===== config.mk =====
export PLATFORM = sky130hd
export DESIGN_NAME = conv_rr_arbiter32
export DESIGN_NICKNAME = d
export VERILOG_FILES = /design/src/rtl/conv_rr_arbiter32.sv
export SDC_FILE = /design/constraint.sdc
export NUM_CORES = 1
export LEC_CHECK = 0
export ABC_CLOCK_PERIOD_IN_PS = 10600
export BUFFER_PORTS_ARGS = -buffer_cell sky130_fd_sc_hd__buf_4
export CORE_MARGIN = 10
export CORE_UTILIZATION = 55
export CTS_CLUSTER_DIAMETER = 100
export DETAILED_ROUTE_END_ITERATION = 10
export GPL_TIMING_DRIVEN = 0
export HOLD_SLACK_MARGIN = 0.1
export PLACE_DENSITY = 0.73
export SETUP_SLACK_MARGIN = 0.5
export SYNTH_ARGS = -nofsm -noshare
export SYNTH_HDL_FRONTEND = slang
export SYNTH_SLANG_ARGS = --single-unit
export TNS_END_PERCENT = 10

===== constraint.sdc =====
create_clock -name clk -period 10.6 [get_ports clk]
set_clock_uncertainty 0.05 [all_clocks]
set_input_delay 0.53 -clock clk [delete_from_list [all_inputs] [get_ports clk]]
set_output_delay 0.53 -clock clk [all_outputs]
set_load 0.02 [all_outputs]

===== src/rtl/conv_rr_arbiter32.sv =====
// Round-robin arbiter for 32 requesters sharing one resource, with registered
// grant index/one-hot outputs and an optional hold-time watchdog.
module conv_rr_arbiter32 #(
    parameter int MAX_HOLD = 16,
    parameter bit TO_EN    = 1'b1
) (
    input  logic        clk,
    input  logic        rst_n,
    input  logic [31:0] req,
    input  logic        done,
    output logic        gnt_valid,
    output logic [4:0]  gnt_idx,
    output logic [31:0] gnt_onehot,
    output logic        timeout,
    output logic [4:0]  to_idx,
    output logic        busy
);

    typedef enum logic {IDLE, GRANT} state_t;

    state_t      state, state_nx;
    logic [1:0]  rst_sync;
    logic [4:0]  ptr, ptr_nx, idx_nx, to_idx_nx, base, off, win_idx;
    logic [8:0]  hold, hold_nx;
    logic [31:0] rot;
    logic        win_vld, rel_done, forced, timeout_nx;

    // Reset assertion is immediate; release is delayed two edges so no
    // state register sees a partial first edge.
    always_ff @(posedge clk or negedge rst_n) begin
        if (!rst_n) rst_sync <= 2'b00;
        else        rst_sync <= {rst_sync[0], 1'b1};
    end

    // Search base: after a release the holder's successor, otherwise ptr.
    always_comb begin
        base = (state == GRANT) ? gnt_idx + 5'd1 : ptr;
        rot  = (req >> base) | (req << (6'd32 - {1'b0, base}));
        off  = 5'd0;
        for (int i = 31; i >= 0; i--) begin
            if (rot[i]) off = 5'(i);
        end
        win_vld = |req;
        win_idx = base + off;
    end

    always_comb begin
        state_nx   = state;
        ptr_nx     = ptr;
        idx_nx     = gnt_idx;
        hold_nx    = hold;
        timeout_nx = 1'b0;
        to_idx_nx  = to_idx;
        rel_done   = done || !req[gnt_idx];
        forced     = TO_EN && (hold == 9'(MAX_HOLD - 1)) && !rel_done;
        case (state)
            IDLE: begin
                if (win_vld) begin
                    state_nx = GRANT;
                    idx_nx   = win_idx;
                    hold_nx  = 9'd0;
                end
            end
            GRANT: begin
                if (rel_done || forced) begin
                    ptr_nx  = gnt_idx + 5'd1;
                    hold_nx = 9'd0;
                    if (forced) begin
                        timeout_nx = 1'b1;
                        to_idx_nx  = gnt_idx;
                    end
                    if (win_vld) idx_nx   = win_idx;
                    else         state_nx = IDLE;
                end else if (TO_EN) begin
                    hold_nx = hold + 9'd1;
                end
            end
            default: state_nx = IDLE;
        endcase
    end

    always_ff @(posedge clk or negedge rst_n) begin
        if (!rst_n) begin
            state      <= IDLE;
            ptr        <= 5'd0;
            hold       <= 9'd0;
            gnt_idx    <= 5'd0;
            gnt_onehot <= 32'd0;
            timeout    <= 1'b0;
            to_idx     <= 5'd0;
        end else if (rst_sync[1]) begin
            state      <= state_nx;
            ptr        <= ptr_nx;
            hold       <= hold_nx;
            gnt_idx    <= idx_nx;
            gnt_onehot <= (state_nx == GRANT) ? (32'd1 << idx_nx) : 32'd0;
            timeout    <= timeout_nx;
            to_idx     <= to_idx_nx;
        end
    end

    assign gnt_valid = (state == GRANT);
    assign busy      = gnt_valid;

endmodule


==> results.cfg <==
[die]
start_util = 0.566
fp.dieW_um = 134
coreArea_um2 = 12700
design.die.area_um2 = 18100
dieHeight_um = 134
rows = 41
ioPinCount = 80

[min_path]
hp-class = in2async

[detailed_routing]
drc = 0
drt_wl_total_um = 35800
wl_per_cell_um = 30.0
drtIter0Drc = 2244
dr.pass1.iters = 9
met1_length_um = 12100
drtAntennaViolNets = 0
met2_length_um = 14900
routed-wl-met3_um = 5970
top_layer = met4
num_vias = 9481
viasPerCell = 7.96

[layout]
drive_gt1_frac = 0.181
antenna_cells = 0
fin_nets = 1056
final_util = 0.652
area_growth_pct = 15.2

[sta]
period_needed_ns = 7.47
finalSetupViolations = 0
tightestPinTransition_ns = 1.34
finalHoldViolCount = 0
rsz0062_at_grt = no
period_share = 0.705
drv_slew = 0
timing.fmax_mhz = 134
relSlewSlack = 0.0779
tns_ns = 0

[setup_path]
start_kind = flop
worst_ep_required_time_ns = 10.74
crit_type = reg2reg
path_max_fanout = 10
end_kind = flop
critical_path_arrival_ns = 7.61

[clock_tree]
cts_setup_buffers = 0
holdBufCountCts = 0
cts_resized = 0
clock-sinks = 60
cts.clk_slew.worst_paths_ns = 0.06
numCtsBuffers = 9
cts_tree = yes
cts_buffer_depth = 2
insertion_delay_ns = 0.34
cts-root-buf = clkbuf_16
h-tree-depth = 3

[placement]
portBuffers = 76
dp.final_hpwl_um = 26900
gp_routability_congestion = 1.13

[yosys]
ys_seq_area_frac = 0.209
synthArstFlopShare = 1.00
yosys-top-cells-area = dfrtp_1, mux4_2, nand3_1
ys.flop_type = dfrtp_1
yosys.area.top_type = dfrtp_1
ys_types = 71
syn_area_per_cell_um2 = 7.77
synth_fp_nets = 968
synth-edff-count = 0
yosys_warnings = 0
ys_ff_latch = 60
netlist_instances = 926
synth_top_cell_area_share = 0.209
synth_area_um2 = 7200

[grt]
overflow = 0
antenna_found_initial = 1
grt_start_max_net_pins = 61
first_global_vias = 8984
grt_usage = 0.382
grt_pass1_wl_um = 54000

[run]
cap_violations = 0

[status]
status = completed
==> flip-flops by register name (all words and copies together), names as in the netlist <==
register    count
gnt_onehot     32
hold            9
gnt_idx         5
ptr             5
to_idx          5
rst_sync        2
busy            1
timeout         1
==> per-layer routing <==
metal  GRT usage  vias up
li1            -     3806
met1       0.455     4383
met2       0.562     1047
met3       0.162      245
met4       0.226        0
met5           0        -
==> kinds of logic after synthesis <==
| logic type | Yosys count | share of synthesized area |
|---|---|---|
| other cells | 1 | 0.000521 |
| simple gates | 352 | 0.234 |
| fa+ha+maj | 7 | 0.0132 |
| flops | 60 | 0.209 |
| mux | 72 | 0.160 |
| xor+xnor | 15 | 0.0183 |
| compound gates | 336 | 0.313 |
| buf+inv | 83 | 0.0518 |
==> worst max-delay path: stages (launching register included) <==
cell and delay, ns:
dfrtp_1 0.53, ha_1 0.30, xor2_1 0.34, xnor2_1 0.15
mux2i_1 1.00, clkbuf_1 0.51, buf_1 0.48, a211oi_1 0.21
nor4_1 0.48, nand2_1 0.13, o21bai_1 0.20, a21o_1 0.19
a2111oi_0 0.46, o22ai_1 0.28, fa_1 0.51, a21o_1 0.18
a21oi_1 0.17, xnor2_1 0.13, and3_1 0.23, mux2_2 0.29
o21ai_1 0.35, o2bb2ai_1 0.13
==> through the flow <==
step	hold slack [ns]	std cells	worst slack [ns]	area [um^2]
after floorplan	0.184	926	4.98	7200
after global placement	0.286	1174	3.50	7980
after detailed placement	0.293	1175	3.30	7990
after CTS	0.247	1191	3.37	8290
after global routing	0.267	1191	2.85	8290
final	0.223	1191	3.13	8290
==> area by class of cell <==
| class | count | area, um^2 |
|---|---|---|
| Multi-Input combinational cell | 783 | 5320 |
| Fill cell | 1105 | 4430 |
| Sequential cell | 60 | 1500 |
| Timing Repair Buffer | 77 | 576 |
| Buffer | 67 | 313 |
| Clock buffer | 10 | 239 |
| Tap cell | 172 | 215 |
| Clock inverter | 6 | 63.8 |
| Inverter | 16 | 60.1 |
==> worst paths after layout <==
kind / startpoint / slack, ns / cells past startpoint / to
max: gnt_idx[1] / 3.13 / 21 / gnt_onehot[0]
min: rst_n / 0.22 / 1 / gnt_onehot[26]
max reg2reg: gnt_idx[1] / 3.13 / 21 / gnt_onehot[0]
min reg2reg: rst_sync[0] / 0.32 / 0 / rst_sync[1]
max in group asynchronous: rst_n / 9.76 / 1 / ptr[3]
min in group clk: rst_sync[0] / 0.32 / 0 / rst_sync[1]
==> Yosys cell counts (7+ instances only) <==
cell / number
nand2_1: 98
o2bb2ai_1: 32
a31oi_1: 31
nor2_1: 64
a21o_1: 9
a32oi_1: 25
buf_1: 9
mux2i_1: 26
o21ai_1: 8
or2_2: 9
a21oi_1: 50
xnor2_1: 10
clkbuf_1: 33
mux4_2: 32
o21ai_0: 79
mux2_2: 12
o32ai_1: 7
buf_4: 7
nor2b_1: 9
o22ai_1: 13
buf_2: 16
a211oi_1: 16
nor4_1: 14
nor3_1: 20
dfrtp_1: 60
a22oi_1: 8
inv_1: 10
and3_1: 10
nand3_1: 89
o211ai_1: 17
nand4_1: 7
==> layout by cell type (no fill, tap or decap), types with 7 or more instances in the layout <==
cell type	netlist	layout
clkbuf_16	0	9
nor4_1	14	14
nand3_1	89	89
o22ai_1	13	13
o21ai_0	79	79
a22oi_1	8	8
dfrtp_1	60	60
a211oi_1	16	16
nor2b_1	9	9
a21o_1	9	9
and3_1	10	10
mux4_2	32	32
a21oi_1	50	50
mux2i_1	26	26
a32oi_1	25	25
mux2_2	12	12
a31oi_1	31	31
nor3_1	20	20
o211ai_1	17	17
o2bb2ai_1	32	32
o32ai_1	7	7
clkbuf_1	33	33
nand2_1	98	98
nand4_1	7	7
buf_1	9	9
nor2_1	64	64
or2_2	9	9
buf_2	16	17
buf_4	7	83
xnor2_1	10	10
inv_1	10	10
o21ai_1	8	8
Power is left out: the tool's default activity adds up to more than one toggle a clock period on the data nets, which glitch-free logic cannot reach.
